`src/rtl/bmem_pkg.sv`:
```
// Shared types and widths for the BMemory initiator and its arbiter.
package bmem_pkg;

  localparam int ADDR_W = 64;
  localparam int DATA_W = 64;
  localparam int IB_W   = 80;

  typedef enum logic [1:0] {
    IDLE,
    ISSUE,
    CAPTURE,
    RESP
  } bmem_state_t;

  // The value of each port doubles as its request/grant bit index.
  typedef enum logic {
    PORT_D = 1'b0,
    PORT_F = 1'b1
  } bmem_port_t;

endpackage

```
`src/rtl/bmem_arb2.sv`:
```
// Two-way round-robin arbiter; a lone requester always wins, ties alternate.
module bmem_arb2 (
  input  logic       clock,
  input  logic       reset_n,
  input  logic [1:0] req,
  input  logic       enable,
  output logic [1:0] grant
);

  logic last_grant_q, last_grant_d;

  // NOTE: every output of this block is assigned before any branch, so no path
  // leaves a value unassigned and no latch is inferred.
  always_comb begin
    grant        = 2'b00;
    last_grant_d = last_grant_q;
    if (enable) begin
      case (req)
        2'b01:   grant = 2'b01;
        2'b10:   grant = 2'b10;
        2'b11:   grant = last_grant_q ? 2'b01 : 2'b10;
        default: grant = 2'b00;
      endcase
    end
    if (grant[1]) begin
      last_grant_d = 1'b1;
    end else if (grant[0]) begin
      last_grant_d = 1'b0;
    end
  end

  // NOTE: sequential state uses non-blocking assignments so every flop samples
  // its inputs from before the edge, independent of statement order.
  always_ff @(posedge clock) begin
    if (!reset_n) begin
      last_grant_q <= 1'b1;  // pretend fetch went last so data wins first
    end else begin
      last_grant_q <= last_grant_d;
    end
  end

endmodule

```
`src/rtl/bmem_initiator.sv`:
```
// BMemory initiator: serialises a data client and a fetch client onto the
// shared BMemory pins, one transaction per four cycles.
module bmem_initiator
  import bmem_pkg::*;
(
  input  logic              clock,
  input  logic              reset_n,
  input  logic              d_valid,
  output logic              d_ready,
  input  logic              d_write,
  input  logic [ADDR_W-1:0] d_addr,
  input  logic [DATA_W-1:0] d_wdata,
  output logic              d_resp,
  output logic [DATA_W-1:0] d_rdata,
  output logic              d_err,
  input  logic              f_valid,
  output logic              f_ready,
  input  logic [ADDR_W-1:0] f_pc,
  output logic              f_resp,
  output logic [IB_W-1:0]   f_ibytes,
  output logic              f_err,
  output logic              mem_read,
  output logic              mem_write,
  output logic [ADDR_W-1:0] mem_addr,
  output logic [DATA_W-1:0] mem_data,
  output logic [ADDR_W-1:0] pc,
  input  logic [DATA_W-1:0] valM,
  input  logic [IB_W-1:0]   ibytes,
  input  logic              m_ok,
  input  logic              i_ok
);

  bmem_state_t       state_q, state_d;
  bmem_port_t        port_q, port_d;
  logic              write_q, write_d;
  logic              mem_read_q, mem_read_d;
  logic              mem_write_q, mem_write_d;
  logic [ADDR_W-1:0] mem_addr_q, mem_addr_d;
  logic [DATA_W-1:0] mem_data_q, mem_data_d;
  logic [ADDR_W-1:0] pc_q, pc_d;
  logic [DATA_W-1:0] d_rdata_q, d_rdata_d;
  logic              d_err_q, d_err_d;
  logic [IB_W-1:0]   f_ibytes_q, f_ibytes_d;
  logic              f_err_q, f_err_d;
  logic [1:0]        grant;

  bmem_arb2 u_arb (
    .clock   (clock),
    .reset_n (reset_n),
    .req     ({f_valid, d_valid}),
    .enable  (state_q == IDLE),
    .grant   (grant)
  );

  // BMemory pins are loaded on the accept edge, so they are live for exactly
  // the ISSUE cycle and then simply hold.
  always_comb begin
    state_d     = state_q;
    port_d      = port_q;
    write_d     = write_q;
    mem_read_d  = 1'b0;
    mem_write_d = 1'b0;
    mem_addr_d  = mem_addr_q;
    mem_data_d  = mem_data_q;
    pc_d        = pc_q;
    d_rdata_d   = d_rdata_q;
    d_err_d     = d_err_q;
    f_ibytes_d  = f_ibytes_q;
    f_err_d     = f_err_q;
    case (state_q)
      IDLE: begin
        if (grant[PORT_D]) begin
          state_d     = ISSUE;
          port_d      = PORT_D;
          write_d     = d_write;
          mem_read_d  = !d_write;
          mem_write_d = d_write;
          mem_addr_d  = d_addr;
          mem_data_d  = d_wdata;
        end else if (grant[PORT_F]) begin
          state_d = ISSUE;
          port_d  = PORT_F;
          pc_d    = f_pc;
        end
      end
      ISSUE:   state_d = CAPTURE;
      CAPTURE: begin
        state_d = RESP;
        if (port_q == PORT_D) begin
          d_err_d   = !m_ok;
          d_rdata_d = (m_ok && !write_q) ? valM : '0;
        end else begin
          f_err_d    = !i_ok;
          f_ibytes_d = i_ok ? ibytes : '0;
        end
      end
      RESP:    state_d = IDLE;
      default: state_d = IDLE;
    endcase
  end

  always_ff @(posedge clock) begin
    if (!reset_n) begin
      state_q     <= IDLE;
      port_q      <= PORT_D;
      write_q     <= 1'b0;
      mem_read_q  <= 1'b0;
      mem_write_q <= 1'b0;
      mem_addr_q  <= '0;
      mem_data_q  <= '0;
      pc_q        <= '0;
      d_rdata_q   <= '0;
      d_err_q     <= 1'b0;
      f_ibytes_q  <= '0;
      f_err_q     <= 1'b0;
    end else begin
      state_q     <= state_d;
      port_q      <= port_d;
      write_q     <= write_d;
      mem_read_q  <= mem_read_d;
      mem_write_q <= mem_write_d;
      mem_addr_q  <= mem_addr_d;
      mem_data_q  <= mem_data_d;
      pc_q        <= pc_d;
      d_rdata_q   <= d_rdata_d;
      d_err_q     <= d_err_d;
      f_ibytes_q  <= f_ibytes_d;
      f_err_q     <= f_err_d;
    end
  end

  assign d_ready   = grant[PORT_D];
  assign f_ready   = grant[PORT_F];
  assign d_resp    = (state_q == RESP) && (port_q == PORT_D);
  assign f_resp    = (state_q == RESP) && (port_q == PORT_F);
  assign d_rdata   = d_rdata_q;
  assign d_err     = d_err_q;
  assign f_ibytes  = f_ibytes_q;
  assign f_err     = f_err_q;
  assign mem_read  = mem_read_q;
  assign mem_write = mem_write_q;
  assign mem_addr  = mem_addr_q;
  assign mem_data  = mem_data_q;
  assign pc        = pc_q;

endmodule

```
`config.mk`:
```
export PLATFORM = sky130hd
export DESIGN_NAME = bmem_initiator
export DESIGN_NICKNAME = d
export VERILOG_FILES = /design/src/rtl/bmem_pkg.sv /design/src/rtl/bmem_arb2.sv /design/src/rtl/bmem_initiator.sv
export SDC_FILE = /design/constraint.sdc
export NUM_CORES = 1
export LEC_CHECK = 0
export ABC_AREA = 1
export ABC_CLOCK_PERIOD_IN_PS = 3100
export BUFFER_PORTS_ARGS = -buffer_cell sky130_fd_sc_hd__buf_2
export CORE_AREA = 2 2 270 272
export CTS_BUF_LIST = sky130_fd_sc_hd__clkbuf_4 sky130_fd_sc_hd__clkbuf_8
export DETAILED_ROUTE_END_ITERATION = 8
export DIE_AREA = 0 0 272 274
export GPL_ROUTABILITY_DRIVEN = 0
export SYNTH_ARGS = -nofsm -noshare
export SYNTH_HDL_FRONTEND = slang
export SYNTH_SLANG_ARGS = --single-unit
```
`constraint.sdc`:
```
create_clock -name clock -period 3.1 [get_ports clock]
set_clock_uncertainty 0.2 [all_clocks]
set_input_delay 0.62 -clock clock [delete_from_list [all_inputs] [get_ports clock]]
set_output_delay 0.62 -clock clock [all_outputs]
set_load 0.005 [all_outputs]
```
Word level (Yosys, flattened, before mapping):

Index checks and enable logic that the tools add are counted.

* flip-flop bits (word level): 345
* input bits: 343

* equal/unequal tests: 7
* multiplexer cells: 10
* bitwise operators: 3
* reduce and logical (&&, ||, !) cells: 16

Operators by type and width (count)
* 2-to-1 mux 80 bit: 1
* 2-to-1 mux 64 bit: 1
* == test 2 bit (second input constant): 4
* 2-to-1 mux 2 bit: 4
* case mux 2 bit (4 select lines): 1
* AND reduction 2 bit: 4
* case mux 2 bit (3 select lines): 1
* AND reduction 3 bit: 2
* == test 2 x 1 -> 1 bit (second input constant): 2
* logical NOT 1 bit: 4
* logical AND 1 bit: 3
* inequality test 3 bit (second input constant): 1
* inverter 1 bit: 3
* logical NOT 2 bit: 1
* 2-to-1 mux 1 bit: 2
* nonzero test 2 bit: 1
* OR reduction 2 bit: 1

Longest topological paths before layout:

* depth in word-level cells: 6
* mapped depth: 10

By module:

Synthesis repeated with hierarchy kept, for this count alone.

* cells, all modules: 1737
* area, all modules: 12804.8 µm²

By module, submodules not included
* bmem_initiator: times used 1, cells an instance 1726, area each 12737.2 µm², seq. area each 6886.6 µm²
* bmem_arb2: times used 1, cells an instance 11, area each 67.6 µm², seq. area each 20.0 µm²

Least setup slack after synthesis:

OpenSTA, ideal clock, no wires.

* path kind: register to output
* start point: register state_q[0]
* end point: output port d_ready
* arrival: 1184 ps
* setup slack: 1096 ps
* stages on the path, launching flop included: 8
* buffers on the path: 1
* cell sequence: dfxtp_1 > inv_1 > ha_1 > nand2_1 > inv_2 > nand2_2 > clkbuf_1 > inv_1

* longest elaborated chain between the ends: 2

RTL lines
* from (decl): line bmem_initiator.sv:33 `bmem_state_t state_q, state_d;`
* from (signal assigned): line bmem_initiator.sv:117 `state_q <= state_d;`
* logical NOT 2 bit: line bmem_initiator.sv:51 `.enable (state_q == IDLE),`
* 2-to-1 mux 2 bit: line bmem_arb2.sv:17 `if (enable) begin`
* to (decl): line bmem_initiator.sv:9 `output logic d_ready,`

Every way passes these cells.

Final worst setup path:

* start point: register state_q[0]
* end point: output port f_ready

* longest elaborated chain between the ends: 2

RTL lines
* logical NOT 2 bit: line bmem_initiator.sv:51
* 2-to-1 mux 2 bit: line bmem_arb2.sv:17
* to (decl): line bmem_initiator.sv:17 `output logic f_ready,`

Every way passes these cells.

==> flow_summary.ini <==
[logic_synthesis]
synth_top_area_cell = dfxtp_1
yosys_warnings = 0
yosysUniqueCellTypes = 20
synth_nets = 2153
ys_seq_area_frac = 0.521
synth_seq_cells = 345
synthArstFlopShare = 0
syn-cell-area_sq_um = 13300
synth_edf_count = 0
avgSynthCellArea_sq_um = 7.34
syn_inst = 1806
synthTopCellsByArea = dfxtp_1 52%, nand2_1 12%, nor2_1 11%
synth_ff_type = dfxtp_1
synth_top_area_frac = 0.521

[clocking]
insertion_delay_ns = 0.65
root_buffer = clkbuf_8
numClockSinks = 345
clk_pin_slew_ns = 0.06
numCtsBuffers = 60
h-tree-depth = 2
clock_path_buffers = 3
cts_tree = built
cts.repair.resized = 0

[floorplanning]
ios = 687
core_area_sq_um = 72000
dieArea_sq_um = 74500
rows = 99
initial_core_util = 0.184
die_y_um = 274
die_x_um = 272

[hold_path]
hp-class = input port to register
min_from = ibytes[11]

[global_route]
antenna_found_initial = 5
overflow = 0
grt_use_total = 0.130
grt_pass1_vias = 14300
grt_pass1_wl_mm = 78.1
grt_max_degree = 200

[setup_path]
crit_start = state_q[0]
critPathCaptureType = output port
worstSetupEndpoint = f_ready
crit_arrival_ns = 1.96
r2r-start = state_q[0]
rr_worst_depth = 7
critPathKind = register to output port
startpoint_type = register
worstPathMaxFanout = 17
r2r_end = f_ibytes[58]
reg2reg_slack_ns = 0.76
required_ns = 2.28

[timing]
maxSlewViolCount = 0
hold_viol = 0
tightest_slew_ns = 1.10
fin_setup_tns_ns = 0
timing.final.crit_period_ns = 2.78
rsz0062_at_grt = false
finalSetupViolations = 0
finalCritPeriodShare = 0.898
max_freq_ghz = 0.359
relSlewSlack = 0.264

[placed_design]
placed_area_sq_um = 17700
dp_hpwl_mm = 34.2
numPortBuffers = 686

[run_status]
status = finished, final reports clean

[power]
leakage_nw = 10.2
power_per_cell_area_nw_per_um2 = 610
ir_drop_v = 0.000329

[routing]
firstDrtPassIters = 5
drc = 0
vias = 14800
drt_wl_total_mm = 52.0
ant_nets = 0
drt-wirelength-per-cell_um = 14.2
dr.first_iter.drc_count = 695
vias_per_cell = 4.04

[cells_and_area]
fin_nets = 3004
drive_above_1_share = 0.310
fin_util = 0.292
fin_area_sq_um = 21000
area_delta_synth_final_pct = 58.6

[flow_run]
drv_cap = 0
==> critical path: stages (launching register included) <==
cell and delay (ns):
dfxtp_1 0.31, inv_1 0.12, ha_1 0.25, nand2_1 0.09, inv_2 0.05, nand2_1 0.06
inv_2 0.26, buf_2 0.19
==> layout by cell type, fill, tap and decap left out, drive strengths merged, types with 5 or more instances in the layout <==
master         n
a21oi         81
buf          720
clkbuf        97
clkinv         5
dfxtp        345
dlygate4sd3  207
inv           81
nand2        419
nand3        273
nand3b        64
nor2         396
==> Yosys cell counts (2+ instances only) <==
library cell    n
a21oi_1        81
buf_1          16
buf_2          57
buf_4          14
clkbuf_1       50
dfxtp_1       345
ha_1            4
inv_1          78
inv_2           3
nand2_1       418
nand3_1       273
nand3b_1       64
nand4_1         2
nor2_1        395
==> flip-flops by register name (all words and copies together) (netlist names) <==
signal,count
f_ibytes,80
d_rdata,64
mem_addr,64
mem_data,64
pc,64
state_q,2
d_err,1
f_err,1
mem_read,1
mem_write,1
port_q,1
u_arb.last_grant_q,1
write_q,1
==> power by group <==
part	switching (W)	total (W)	internal [W]
sequential	0.000292	0.00530	0.00501
clock	0.00192	0.00441	0.00249
combinational	0.00183	0.00312	0.00129
==> layer usage <==
| metal | GRT usage | vias to the layer above | part of all wire |
|---|---|---|---|
| met5 | 0 | - | 0.00048 |
| met4 | 0.0580 | 4 | 0.039 |
| met2 | 0.223 | 606 | 0.48 |
| met1 | 0.149 | 6644 | 0.41 |
| li1 | - | 7401 | - |
| met3 | 0.0384 | 136 | 0.079 |
==> per-stage QoR <==
| step | std cells | setup WS [ns] | hold WS [ns] | total power [W] |
|---|---|---|---|---|
| 2_1_floorplan | 1806 | 1.10 | 0.262 | 0.00697 |
| 3_3_place_gp | 3347 | 0.736 | 0.250 | 0.00832 |
| 3_5_place_dp | 3347 | 0.706 | 0.253 | 0.00833 |
| 4_1_cts | 3659 | 0.202 | 0.00714 | 0.0131 |
| 5_1_grt | 3661 | 0.0963 | 0.0413 | 0.0136 |
| 6_report | 3661 | 0.317 | 0.0797 | 0.0128 |
==> cell type report <==
class                      count  area, sq um
inverter                      81          307
fill                        7750        50900
tap                          959         1200
timing repair buffer         927         5930
multi-input combinational   1242         5420
sequential                   345         6910
antenna                        2         5.00
clock buffer                  97         1190
clock inverter                 8         70.1
==> kinds of logic (layout without fill, tap and decap cells) <==
group,after synthesis,after routing,synth area share
adder cells (fa/ha/maj),4,4,0.00378
flip-flops,345,345,0.521
AO/OA/AOI/OAI,82,82,0.0311
buffers and inverters,219,1113,0.0719
AND/OR/NAND/NOR,1156,1156,0.372
other,0,2,0
==> worst min path at each step <==
stage / endpoint / slack [ns] / cells past startpoint
floorplan: f_ibytes[0] / 0.26 / 2
global placement: f_ibytes[24] / 0.25 / 2
detailed placement: f_ibytes[63] / 0.25 / 2
CTS: pc[44] / 0.007 / 4
global route: pc[18] / 0.04 / 4
finish: f_ibytes[11] / 0.08 / 3
==> repair_timing <==
item	CTS	global route
endpoints found under the hold margin	207	0
buffers inserted	0	0
hold buffers	207	0
Note: power is estimated with default switching activity, not from simulation.
